==> src/rtl/pic_sequencer.sv <==
// pic_sequencer: ICW/OCW decode, ISR/IMR ownership, rotating priority and two-pulse INTA handshake
module pic_sequencer #(
  parameter int NUM_IRQ = 8
) (
  input  logic               clk,
  input  logic               rst_n,
  input  logic               wr_stb,
  input  logic               a0,
  input  logic [7:0]         din,
  input  logic [NUM_IRQ-1:0] irr,
  input  logic               inta_n,
  output logic               int_out,
  output logic [7:0]         vector,
  output logic               vector_valid,
  output logic [NUM_IRQ-1:0] irr_clr,
  output logic [NUM_IRQ-1:0] isr,
  output logic [NUM_IRQ-1:0] imr,
  output logic               init_done
);
  localparam int LOG2N = $clog2(NUM_IRQ);
  typedef enum logic [1:0] {IDLE, W_ICW2, W_ICW3, W_ICW4} init_t;
  typedef enum logic {A_IDLE, A_WAIT2} ack_t;
  init_t ist, ist_nx;
  ack_t ast, ast_nx;
  logic [1:0] icw1, icw1_nx;
  logic [7-LOG2N:0] icw2_hi, icw2_hi_nx;
  logic aeoi, aeoi_nx, rot_aeoi, rot_aeoi_nx, done_nx, inta_q, spur, spur_nx;
  logic [LOG2N-1:0] ptr, ptr_nx, id, id_nx, win_id, top_id;
  logic [LOG2N:0] win_rank, top_rank;
  logic [NUM_IRQ-1:0] cand, isr_nx, imr_nx, clr_nx;
  logic win, fall, icw1_wr, ocw, vv_nx;
  logic [7:0] vector_nx;
  assign cand = irr & ~imr;
  assign fall = inta_q & ~inta_n;
  assign icw1_wr = wr_stb & ~a0 & din[4];
  assign ocw = wr_stb & init_done & (ist == IDLE) & ~icw1_wr;
  always_comb begin
    win_id = '0;
    top_id = '0;
    win_rank = (LOG2N+1)'(NUM_IRQ);
    top_rank = (LOG2N+1)'(NUM_IRQ);
    for (int k = NUM_IRQ - 1; k >= 0; k--) begin
      if (cand[ptr + LOG2N'(k + 1)]) begin
        win_id = ptr + LOG2N'(k + 1);
        win_rank = (LOG2N+1)'(k);
      end
      if (isr[ptr + LOG2N'(k + 1)]) begin
        top_id = ptr + LOG2N'(k + 1);
        top_rank = (LOG2N+1)'(k);
      end
    end
    win = win_rank < top_rank;
  end
  always_comb begin
    ist_nx = ist;
    ast_nx = ast;
    icw1_nx = icw1;
    icw2_hi_nx = icw2_hi;
    aeoi_nx = aeoi;
    rot_aeoi_nx = rot_aeoi;
    done_nx = init_done;
    ptr_nx = ptr;
    id_nx = id;
    spur_nx = spur;
    isr_nx = isr;
    imr_nx = imr;
    clr_nx = '0;
    vv_nx = 1'b0;
    vector_nx = vector;
    if (icw1_wr) begin
      ist_nx = W_ICW2;
      ast_nx = A_IDLE;
      icw1_nx = din[1:0];
      aeoi_nx = 1'b0;
      done_nx = 1'b0;
      ptr_nx = LOG2N'(NUM_IRQ - 1);
      isr_nx = '0;
      imr_nx = '0;
    end else if (wr_stb && ist != IDLE) begin
      ist_nx = (ist == W_ICW2 && !icw1[1]) ? W_ICW3 : (ist != W_ICW4 && icw1[0]) ? W_ICW4 : IDLE;
      done_nx = (ist_nx == IDLE);
      icw2_hi_nx = (ist == W_ICW2) ? din[7:LOG2N] : icw2_hi;
      aeoi_nx = (ist == W_ICW4) ? din[1] : aeoi;
    end
    if (ocw && a0) imr_nx = din[NUM_IRQ-1:0];
    if (ocw && !a0 && din[4:3] == 2'b00) begin
      if ((din[7:5] == 3'b001 || din[7:5] == 3'b101) && !top_rank[LOG2N]) begin
        isr_nx[top_id] = 1'b0;
        ptr_nx = din[7] ? top_id : ptr;
      end
      if (din[7:5] == 3'b011) isr_nx[din[LOG2N-1:0]] = 1'b0;
      if (din[6:5] == 2'b00) rot_aeoi_nx = din[7];
    end
    if (fall && !icw1_wr && ast == A_IDLE) begin
      ast_nx = A_WAIT2;
      id_nx = win ? win_id : LOG2N'(NUM_IRQ - 1);
      spur_nx = ~win;
      if (win) begin
        isr_nx[win_id] = 1'b1;
        clr_nx[win_id] = 1'b1;
      end
    end
    if (fall && !icw1_wr && ast == A_WAIT2) begin
      ast_nx = A_IDLE;
      vv_nx = 1'b1;
      vector_nx = {icw2_hi, id};
      if (aeoi && !spur) begin
        isr_nx[id] = 1'b0;
        ptr_nx = rot_aeoi ? id : ptr_nx;
      end
    end
  end
  always_ff @(posedge clk or negedge rst_n) begin
    if (!rst_n) begin
      ist <= IDLE;
      ast <= A_IDLE;
      icw1 <= '0;
      icw2_hi <= '0;
      aeoi <= 1'b0;
      rot_aeoi <= 1'b0;
      inta_q <= 1'b1;
      spur <= 1'b0;
      ptr <= LOG2N'(NUM_IRQ - 1);
      id <= '0;
      int_out <= 1'b0;
      vector <= '0;
      vector_valid <= 1'b0;
      irr_clr <= '0;
      isr <= '0;
      imr <= '0;
      init_done <= 1'b0;
    end else begin
      ist <= ist_nx;
      ast <= ast_nx;
      icw1 <= icw1_nx;
      icw2_hi <= icw2_hi_nx;
      aeoi <= aeoi_nx;
      rot_aeoi <= rot_aeoi_nx;
      inta_q <= inta_n;
      spur <= spur_nx;
      ptr <= ptr_nx;
      id <= id_nx;
      int_out <= win & done_nx & (ast_nx == A_IDLE);
      vector <= vector_nx;
      vector_valid <= vv_nx;
      irr_clr <= clr_nx;
      isr <= isr_nx;
      imr <= imr_nx;
      init_done <= done_nx;
    end
  end
endmodule

==> config.mk <==
export PLATFORM = sky130hd
export DESIGN_NAME = pic_sequencer
export DESIGN_NICKNAME = d
export VERILOG_FILES = /design/src/rtl/pic_sequencer.sv
export SDC_FILE = /design/constraint.sdc
export NUM_CORES = 1
export LEC_CHECK = 0
export ABC_AREA = 1
export ABC_CLOCK_PERIOD_IN_PS = 4100
export BUFFER_PORTS_ARGS = -buffer_cell sky130_fd_sc_hd__buf_2
export CAP_MARGIN = 20
export CORE_MARGIN = 10
export CORE_UTILIZATION = 58
export DETAILED_ROUTE_END_ITERATION = 8
export PLACE_DENSITY = 0.81
export SLEW_MARGIN = 20
export SYNTH_ARGS = -nofsm -noshare
export SYNTH_HDL_FRONTEND = slang
export SYNTH_SLANG_ARGS = --single-unit
==> constraint.sdc <==
create_clock -name clk -period 4.1 [get_ports clk]
set_clock_uncertainty 0.15 [all_clocks]
set_input_delay 0.82 -clock clk [delete_from_list [all_inputs] [get_ports clk]]
set_output_delay 0.82 -clock clk [all_outputs]
set_load 0.02 [all_outputs]
==> metrics.txt <==
CTS tree=built; synthesized area=3900 µm²; area grow syn2layout=10.9%; Netlist cell types=38; gpl congestion=between 1 and 1.5; vias in the first global route=3968; Layout Nets=between 600 and 700; Yosys warnings=0; hpwl dp=just over 9000 µm; Yosys top cell area share=32.7%; Antenna Nets Post-Route=0; core outline area=around 6500 µm²; num rows=29; Post-synth EDFFs=0; Leak=between 2 and 2.5 nW; multi-input logic area=between 2000 and 2500 µm²; syn_area_per_cell=~6.6 µm²; Final Cycle Share=between 80% and 90%; FMAX=274 MHz; Setup WS post-layout=around 0.46 ns; postcts setup bufs=0; VDD IR max=0.434 mV; final hold vios=0; Critical Path Fanout Max=24; die width=a little over 100 µm; IO Pins=56; worst min path class=register to register; CP required=about 4.2 ns; CTS buffer count=5; Register Area=roughly 1400 µm²; Setup TNS=0 ns; cells after synthesis=roughly 600; initial antenna violation count=0; Final Slew Violations=0; CTS resizes=0; global-route wire length before repair=18700 µm; drt first-iter violations=414; Antenna Cells=0; Power Density=648 nW/µm²; GR Util All Layers=between 20% and 30%; RSZ-0062 raised after global routing=false; status=finished clean; Placement Setup Slack=between 0.5 and 0.6 ns; CP Class=register to register; final setup vio count=0; Worst Max-Slew Pin Slew=around 0.84 ns; ys async rst share=100%; Max-slew headroom=between 40% and 50%; Mapped Nets=between 600 and 700; via/cell ratio=approximately 5.8; Seq cells post-synth=55; register area share after synthesis=between 30 and 40%; Die Footprint=roughly 10000 µm²; final-layout fill cell count=roughly 600; Worst setup EP type=register; count leader, synth=nand2_1; Initial Utilization=between 60% and 70%; Root Driver=clkbuf_8; nature of the critical path startpoint=register; Die Span Y=just over 100 µm; max-cap viol count=0; Clk pin slew, worst setup/hold paths=0.11 ns; layout cell share with drive strength beyond 1=roughly 16%; WL per Instance=between 15 and 20 µm; drt first pass iters=5; post-route minimum period=approximately 3.6 ns; ys flop type=dfrtp_1; commonest cells in the netlist=172 x nand2_1, 87 x nand3_1, 78 x inv_1; via count=4188; # hold bufs at CTS=0; # DRC=0; top post-synthesis cells by area=dfrtp_1 33%, nand2_1 17%, nand3_1 11%, inv_1 7.5%, nor2_1 5.3%; Clock Tree Buf Depth=2; Skew-Pair Late Insertion Delay=about 0.31 ns; grt ovf=0; reg2reg setup slack=~0.46 ns; H-tree depth=2; Sink Count=55; Port Buffers=55; Critical Path AT=approximately 3.8 ns; Routed WL=~12000 µm; largest net degree at the start of global routing=35; cell taking the most area after synthesis=dfrtp_1
==> power by group <==
| group | switching [mW] | total, mW | internal, mW | leakage, nW |
|---|---|---|---|---|
| Combinational | 1.13 | 1.64 | 0.506 | 1.65 |
| Sequential | 0.132 | 0.844 | 0.712 | 0.706 |
| Clock | 0.193 | 0.319 | 0.126 | 0.0463 |
==> kinds of logic (layout without fill, tap and decap cells) <==
family                   count (synthesis)  in the layout  synth area share [%]
flip-flops                              55             55                  35.4
AO/OA/AOI/OAI                           83             83                  11.9
buffers and inverters                   97            154                  10.6
AND/OR/NAND/NOR                        348            348                  39.0
XOR/XNOR                                 4              4                  1.47
adder cells (fa/ha/maj)                  5              5                  1.60
==> worst max-delay path, stage by stage, from the launching register on <==
cell     delay (ns)
dfstp_2        0.58
inv_6          0.09
ha_1           0.39
inv_1          0.34
nand3_1        0.18
nand3_1        0.15
nand2_1        0.14
nor2_1         0.16
nand2_1        0.07
inv_1          0.08
nand3_2        0.10
ha_1           0.33
a21oi_1        0.28
nand4_1        0.21
nor2_2         0.19
nor2_1         0.05
nor2_1         0.08
==> final timing paths <==
kind | from | cells after the start | to
min in group asynchronous | rst_n | 1 | ist[1]
max reg2reg | ptr[0] | 16 | isr[2]
max | ptr[0] | 16 | isr[2]
min | vector[7] | 2 | vector[7]
max in group asynchronous | rst_n | 2 | irr_clr[5]
min reg2reg | vector[7] | 2 | vector[7]
==> routing by layer <==
metal | track usage [%] | vias to the layer above | part of all wire, %
li1 | - | 2032 | -
met1 | 28.1 | 1930 | 42
met2 | 37.1 | 197 | 47
met3 | 4.25 | 29 | 8.3
met4 | 9.00 | 0 | 2.9
met5 | 0 | - | 0
==> metrics by stage <==
stage	utilization, %	instances	total power, mW	area, µm²	hold WS, ns
floorplan	-	592	2.01	3900	0.299
global placement	65.5	718	2.42	4230	0.298
detailed placement	65.5	718	2.46	4230	0.304
CTS	67.0	726	2.78	4330	0.330
global route	67.0	726	3.05	4330	0.354
finish	67.0	726	2.80	4330	0.328
==> area by class of cell <==
class / count / share of cell area (%)
Tap cell: 77 / 2.23
Sequential cell: 55 / 31.9
Clock inverter: 3 / 0.636
Clock buffer: 5 / 1.59
Multi-Input combinational cell: 440 / 48.7
Inverter: 85 / 7.52
Timing Repair Buffer: 61 / 7.40
==> registers in the layout, summed over array words and instances (netlist names) <==
name / cells
imr: 8
irr_clr: 8
isr: 8
vector: 8
icw2_hi: 5
id: 3
ptr: 3
icw1: 2
ist: 2
aeoi: 1
ast: 1
init_done: 1
int_out: 1
inta_q: 1
rot_aeoi: 1
spur: 1
vector_valid: 1
==> layout by cell type, fill, tap and decap left out, types with 2 or more instances in the layout <==
cell	n
inv_1	78
nand2_1	172
buf_4	6
nor2_1	55
nor3_1	8
nand3_2	6
dfrtp_1	51
buf_2	55
inv_2	4
o21ai_1	2
a21oi_1	29
a211oi_1	2
o21ai_2	2
nand3_1	87
o21a_1	2
o21ai_0	28
nor2_2	2
dfstp_2	4
o31ai_1	2
ha_1	5
nand2_2	7
a22oi_1	2
o22ai_1	10
xnor2_2	2
clkbuf_8	5
nand4_1	8
Power figures use the tool's default switching activity.
